File: config.mk
export PLATFORM = sky130hd
export DESIGN_NAME = overlay_out_collector
export DESIGN_NICKNAME = d
export VERILOG_FILES = /design/src/rtl/overlay_out_collector.sv
export SDC_FILE = /design/constraint.sdc
export NUM_CORES = 1
export LEC_CHECK = 0
export ABC_CLOCK_PERIOD_IN_PS = 4000
export CAP_MARGIN = 20
export CORE_ASPECT_RATIO = 0.5
export CORE_UTILIZATION = 55
export CTS_CLUSTER_SIZE = 25
export DETAILED_ROUTE_END_ITERATION = 10
export GPL_TIMING_DRIVEN = 0
export PLACE_DENSITY = 0.8
export SLEW_MARGIN = 20
export SYNTH_ARGS = -nofsm -noshare
export SYNTH_HDL_FRONTEND = slang
export SYNTH_SLANG_ARGS = --single-unit
File: constraint.sdc
create_clock -name clk -period 4 [get_ports clk]
set_input_delay 0.6 -clock clk [delete_from_list [all_inputs] [get_ports clk]]
set_output_delay 0.6 -clock clk [all_outputs]
set_load 0.01 [all_outputs]
File: src/rtl/overlay_out_collector.sv
// rtl/overlay_out_collector.sv - capture FIFO with frame tagging and overflow flag for the overlay result stream
module overlay_out_collector #(
  parameter int DATA_WIDTH = 16,
  parameter int PE_NUM     = 8,
  parameter int DEPTH      = 16
) (
  input  logic                      clk,
  input  logic                      rst,
  input  logic                      din_v,
  input  logic [2*DATA_WIDTH-1:0]   din,
  input  logic                      flush,
  output logic                      m_valid,
  output logic [2*DATA_WIDTH-1:0]   m_data,
  output logic                      m_last,
  input  logic                      m_ready,
  output logic [$clog2(DEPTH):0]    count,
  output logic                      overflow,
  input  logic                      ovf_clr
);

  localparam int WW = 2 * DATA_WIDTH;
  localparam int AW = $clog2(DEPTH);
  localparam int CW = AW + 1;
  localparam int BW = $clog2(PE_NUM);
  localparam logic [CW-1:0] FULL_CNT  = CW'(DEPTH);
  localparam logic [BW-1:0] LAST_BEAT = BW'(PE_NUM - 1);

  // Each entry carries the word plus its end-of-frame tag in the top bit
  logic [WW:0]    mem [DEPTH];
  logic [AW-1:0]  wr_ptr;
  logic [AW-1:0]  rd_ptr;
  logic [BW-1:0]  beat;
  logic [WW:0]    head;
  logic           full;
  logic           pop;
  logic           push;
  logic           drop;

  // Handshake decode; a pop on a full FIFO frees the slot for the incoming word
  always_comb begin
    full = (count == FULL_CNT);
    pop  = m_valid & m_ready;
    push = din_v & (~full | pop) & ~flush;
    drop = din_v & full & ~pop & ~flush;
  end

  // First-word-fall-through output, gated so stale memory never shows
  always_comb begin
    head    = mem[rd_ptr];
    m_valid = (count != '0);
    m_data  = m_valid ? head[WW-1:0] : '0;
    m_last  = m_valid ? head[WW] : 1'b0;
  end

  // Storage array; contents are intentionally left unreset
  always_ff @(posedge clk) begin
    if (push) begin
      mem[wr_ptr] <= {(beat == LAST_BEAT), din};
    end
  end

  // Pointers, occupancy and frame position; beat advances even on dropped words
  always_ff @(posedge clk or negedge rst) begin
    if (!rst) begin
      wr_ptr <= '0;
      rd_ptr <= '0;
      count  <= '0;
      beat   <= '0;
    end else if (flush) begin
      wr_ptr <= '0;
      rd_ptr <= '0;
      count  <= '0;
      beat   <= '0;
    end else begin
      if (push) begin
        wr_ptr <= wr_ptr + 1'b1;
      end
      if (pop) begin
        rd_ptr <= rd_ptr + 1'b1;
      end
      if (push && !pop) begin
        count <= count + 1'b1;
      end else if (pop && !push) begin
        count <= count - 1'b1;
      end
      if (din_v) begin
        beat <= (beat == LAST_BEAT) ? '0 : beat + 1'b1;
      end
    end
  end

  // Sticky overflow flag; a drop in the same cycle as a clear keeps it set
  always_ff @(posedge clk or negedge rst) begin
    if (!rst) begin
      overflow <= 1'b0;
    end else if (drop) begin
      overflow <= 1'b1;
    end else if (ovf_clr) begin
      overflow <= 1'b0;
    end
  end

endmodule
; ---- Yosys cells after proc, flatten, opt, wreduce, memory -nomap -nowiden
; Memory sizes are Yosys's and may differ from the RTL's.
; Cells that the tools add are included.
[classes]
add_sub_neg = 5
n_eq_ne = 2
muxes = 16
n_bitwise = 10
reduce_logical = 10
[ops]
columns = operator, count
row1 = $mux W32, 1
row2 = $mux W4, 4
row3 = $mux W5, 3
row4 = $mux W3, 3
row5 = $add A4 B1 Y4 const B, 2
row6 = $reduce_bool A2 Y1, 4
row7 = $and A1 B1 Y1, 6
row8 = $add A5 B1 Y5 const B, 1
row9 = $eq A5 B5 Y1 const B, 1
row10 = $mux W1, 5
row11 = $reduce_bool A5 Y1, 1
row12 = $sub A5 B1 Y5 const B, 1
row13 = $add A3 B1 Y3 const B, 1
row14 = $eq A3 B3 Y1 const B, 1
row15 = $not A1 Y1, 3
row16 = $reduce_bool A3 Y1, 1
row17 = $logic_and A1 B1 Y1, 2
row18 = $logic_not A1 Y1, 2
row19 = $or A1 B1 Y1, 1
[word_totals]
reg_bits = 17
ram_bits = 528
input_bits = 38
elab_cells = 49
n_memories = 1
[memory_table]
columns = name, words, word_bits, read_ports, rd_clocked_by_memory_dff, write_ports, line
row1 = mem, 16, 33, 1, 0, 1, 29  ; logic [WW:0] mem [DEPTH];

; ---- Depth between registers and ports, before layout
[depth]
word_depth = 10
ltp_mapped = 9
mapped_depth_nobuf = 8

; ---- Least setup slack after synthesis
; No wires, ideal clock.
[synth_path]
kind = in2reg
from = in flush
to = mem mem[3][0] (netlist name) (enable)
setup_time_ns = 0.464
arrival_ns = 3.641
setup_slack_ns = -0.105
stages = 5
path_buffers = 1
path_cell_list = clkbuf_1 nand2b_1 a31oi_1 nand2_1 nor3_1
[synth_via]
elab_chain_len = 4
[synth_rtl]
columns = item, line
row1 = "start, declared", 11  ; input logic flush,
row2 = $not A1 Y1, 43  ; push = din_v & (~full | pop) & ~flush;
row3 = $and A1 B1 Y1, 43
row4 = $mux W1, 57  ; if (push) begin
row5 = $mux W1 (implied by the code), 58  ; mem[wr_ptr] <= {(beat == LAST_BEAT), din};
row6 = "end, declared", 29
; No other way between the ends.

; ---- Worst setup path in the final report
[layout_path]
from = reg rd_ptr[3]
to = out m_data[21]
[layout_via]
elab_chain_len = 2
[layout_rtl]
columns = item, line
row1 = "start, declared", 31  ; logic [AW-1:0] rd_ptr;
row2 = "start signal, assigned", 79  ; rd_ptr <= rd_ptr + 1'b1;
row3 = $mem_v2 Z16 W33, n/a
row4 = $mux W32, 51  ; m_data = m_valid ? head[WW-1:0] : '0;
row5 = "end, declared", 13  ; output logic [2*DATA_WIDTH-1:0] m_data,
; No other way between the ends.

==> metrics.cfg <==
[logic_synthesis]
synth.distinct_cells=42
syn-num-nets=989
avgSynthCellArea_um2=22.5
synth-seq-area-share=0.769
synth_edf_count=528
yosys_warnings=0
syn_area_um2=21200
syn_inst=939
synth_seq_cells=545
synth_flop_cell=edfxtp_1
ys_async_sr_fraction=0.0312

[cells_and_area]
design_area_um2=24700
final_cell_mix=edfxtp_1, mux4_2, clkdlybuf4s50_1
final_common_cell=edfxtp_1
diodes=0
nets=1143
drive_gt1_frac=0.259
area_delta_synth_final_pct=16.7

[global_routing]
grt_max_degree=22
overflow=0
grt_pass1_vias=11200
track_usage=0.262
antenna_found_initial=0
grt_pass1_wl_um=73500

[clock_tree]
root_buffer=clkbuf_16
clkTransAtPathRegs_ns=0.07
clock-sinks=545
cts_tree=built
cts.path.max_buffers=3
cts_max_level=2
clk_latency_ns=0.57
cts_made_buffers=45

[setup_path]
rr_endpoint=count[4]
crit_fanout=10
required_ns=3.40
crit_path_max_incr_delay_ns=0.57
slowest_stage=clkbuf_1
critPathBufInv=3
r2r-start=count[1]
end_kind=primary output
crit_chain=clkbuf_1 > clkbuf_1 > mux4_2 > mux2i_1 > nor2b_1 > a221o_1 > clkdlybuf4s50_1
crit_path_start=rd_ptr[3]
crit_family=buffers and inverters
reg2reg_depth=9
arrival_ns=3.38
path_depth=7
start_kind=register
path_common_cell=clkbuf_1
critical_path_class=reg2out
rrSetupSlack_ns=0.87

[power_and_ir_drop]
power.density_nw_per_um2=550
fin_total_pwr_w=0.0136
p_leak_nw=7.76
irDropWorstVdd_mv=0.295

[min_path]
hold_path.class=in2reg
hold_depth=2
min_from=flush
hold_end=beat[1]

[route]
vias=10800
vias_per_cell=6.57
drt_iter0_markers=1444
wirelength_um=50300
drc=0
detail-route-antenna-nets=0
avgRoutedWirePerCell_um=30.6
drt_pass1_iterations=5

[sta]
layout_setup_ws_ns=0.0185
fin_crit_sh=0.995
setup_viol=0
rsz0062_at_grt=yes
slew_viol_final=0
hold_viol=0
slew_headroom=0.452
whs_ns=0.433
period_minus_slack_ns=3.98
worstMarginPinSlew_ns=0.819
max_freq_mhz=251
setup_tns_ns=0
fin_skew_ns=0.0200

[floorplanning]
core_um2=37700
die_x_um=279
start_util=0.562
ios=78
die_y_um=141
rows=50
dieArea_um2=39300

[placed_design]
place_area_um2=23300
port_buffers=76
gp_congestion=0.772
dp_hpwl_um=30100
dp_worst_setup_slack_ns=0.276

[run_status]
status=complete, no violations

[flow_run]
cap_violations=0

## layer usage
layer  vias to the layer above  share of wire  global-route usage
met5                         -              0                   0
met4                         0          0.022              0.0693
met3                        99           0.12              0.0603
met2                       844           0.49               0.423
met1                      5605           0.37               0.367
li1                       4260              -                   -
## cells by family (layout without fill, tap and decap cells)
| family | count (synthesis) | in the layout | share of synthesized area |
|---|---|---|---|
| and+or+nand+nor | 90 | 90 | 0.0234 |
| muxes | 173 | 173 | 0.160 |
| xor gates and xnor gates | 8 | 8 | 0.00331 |
| AOI/OAI and AO/OA | 54 | 54 | 0.0225 |
| adders and majority gates | 12 | 12 | 0.00745 |
| DFF | 545 | 545 | 0.769 |
| buffers and inverters | 57 | 242 | 0.0141 |
## sequential cells by signal (all words and copies together), names as in the netlist
signal / flops
beat: 3
rd_ptr: 4
overflow: 1
mem: 528
count: 5
wr_ptr: 4
## where the power goes
part	total [W]	internal, W	switching, W
clock network	0.00414	0.00214	0.00199
logic	0.00303	0.00152	0.00151
registers	0.00642	0.00634	0.0000711
## timing repair
action	CTS	global route
endpoints found under the setup margin	31	23
resized for setup	13	12
pin swaps	0	1
buffers inserted	0	1
hold buffers	0	0
## synth_stat cells, types with 2 or more instances
master / n / area share
buf_2: 26 / 0.0061
a221o_1: 33 / 0.016
ha_1: 11 / 0.0065
a31oi_1: 3 / 0.00089
inv_1: 6 / 0.0011
mux2_2: 3 / 0.0016
mux4_2: 132 / 0.14
nand3_1: 4 / 0.00095
and3_1: 3 / 0.00089
nand2b_1: 6 / 0.0018
xor2_1: 5 / 0.0021
nor2b_1: 34 / 0.010
o211ai_1: 4 / 0.0014
clkbuf_1: 15 / 0.0027
a211o_1: 2 / 0.00083
nand2_1: 7 / 0.0012
nor2_1: 25 / 0.0044
a21oi_1: 4 / 0.00095
dfrtp_1: 17 / 0.020
edfxtp_1: 528 / 0.75
mux2i_1: 38 / 0.018
buf_4: 4 / 0.0014
nor3_1: 4 / 0.00095
buf_6: 5 / 0.0027
xnor2_1: 3 / 0.0012
## worst register-to-register path: cells and delay by family, from the launching register on
kind            cells  cell delay (ns)
fa+ha+maj           1             0.48
flops               1             0.48
simple gates        2             0.83
compound gates      5             1.05
buf+inv             1             0.15
## through the flow
stage / cells / util
after detailed placement: 1565 / 0.620
after global placement: 1535 / 0.600
final: 1644 / 0.656
after floorplan: 939 / -
after global routing: 1644 / 0.656
after CTS: 1643 / 0.655
## worst max-delay path by stage
stage | endpoint | slack [ns]
2_1_floorplan | mem[15][0] | 0.78
3_3_place_gp | mem[4][13] | -1.42
3_5_place_dp | m_data[21] | 0.28
4_1_cts | m_data[3] | 0.01
5_1_grt | m_data[21] | -0.003
6_report | m_data[21] | 0.02
## layout make-up
class / count / area (µm²)
Buffer: 51 / 314
Clock buffer: 55 / 1160
Clock inverter: 23 / 145
Fill cell: 2282 / 13000
Inverter: 6 / 22.5
Multi-Input combinational cell: 337 / 4730
Sequential cell: 545 / 16300
Tap cell: 520 / 651
Timing Repair Buffer: 107 / 1400
Power figures use the tool's default switching activity.
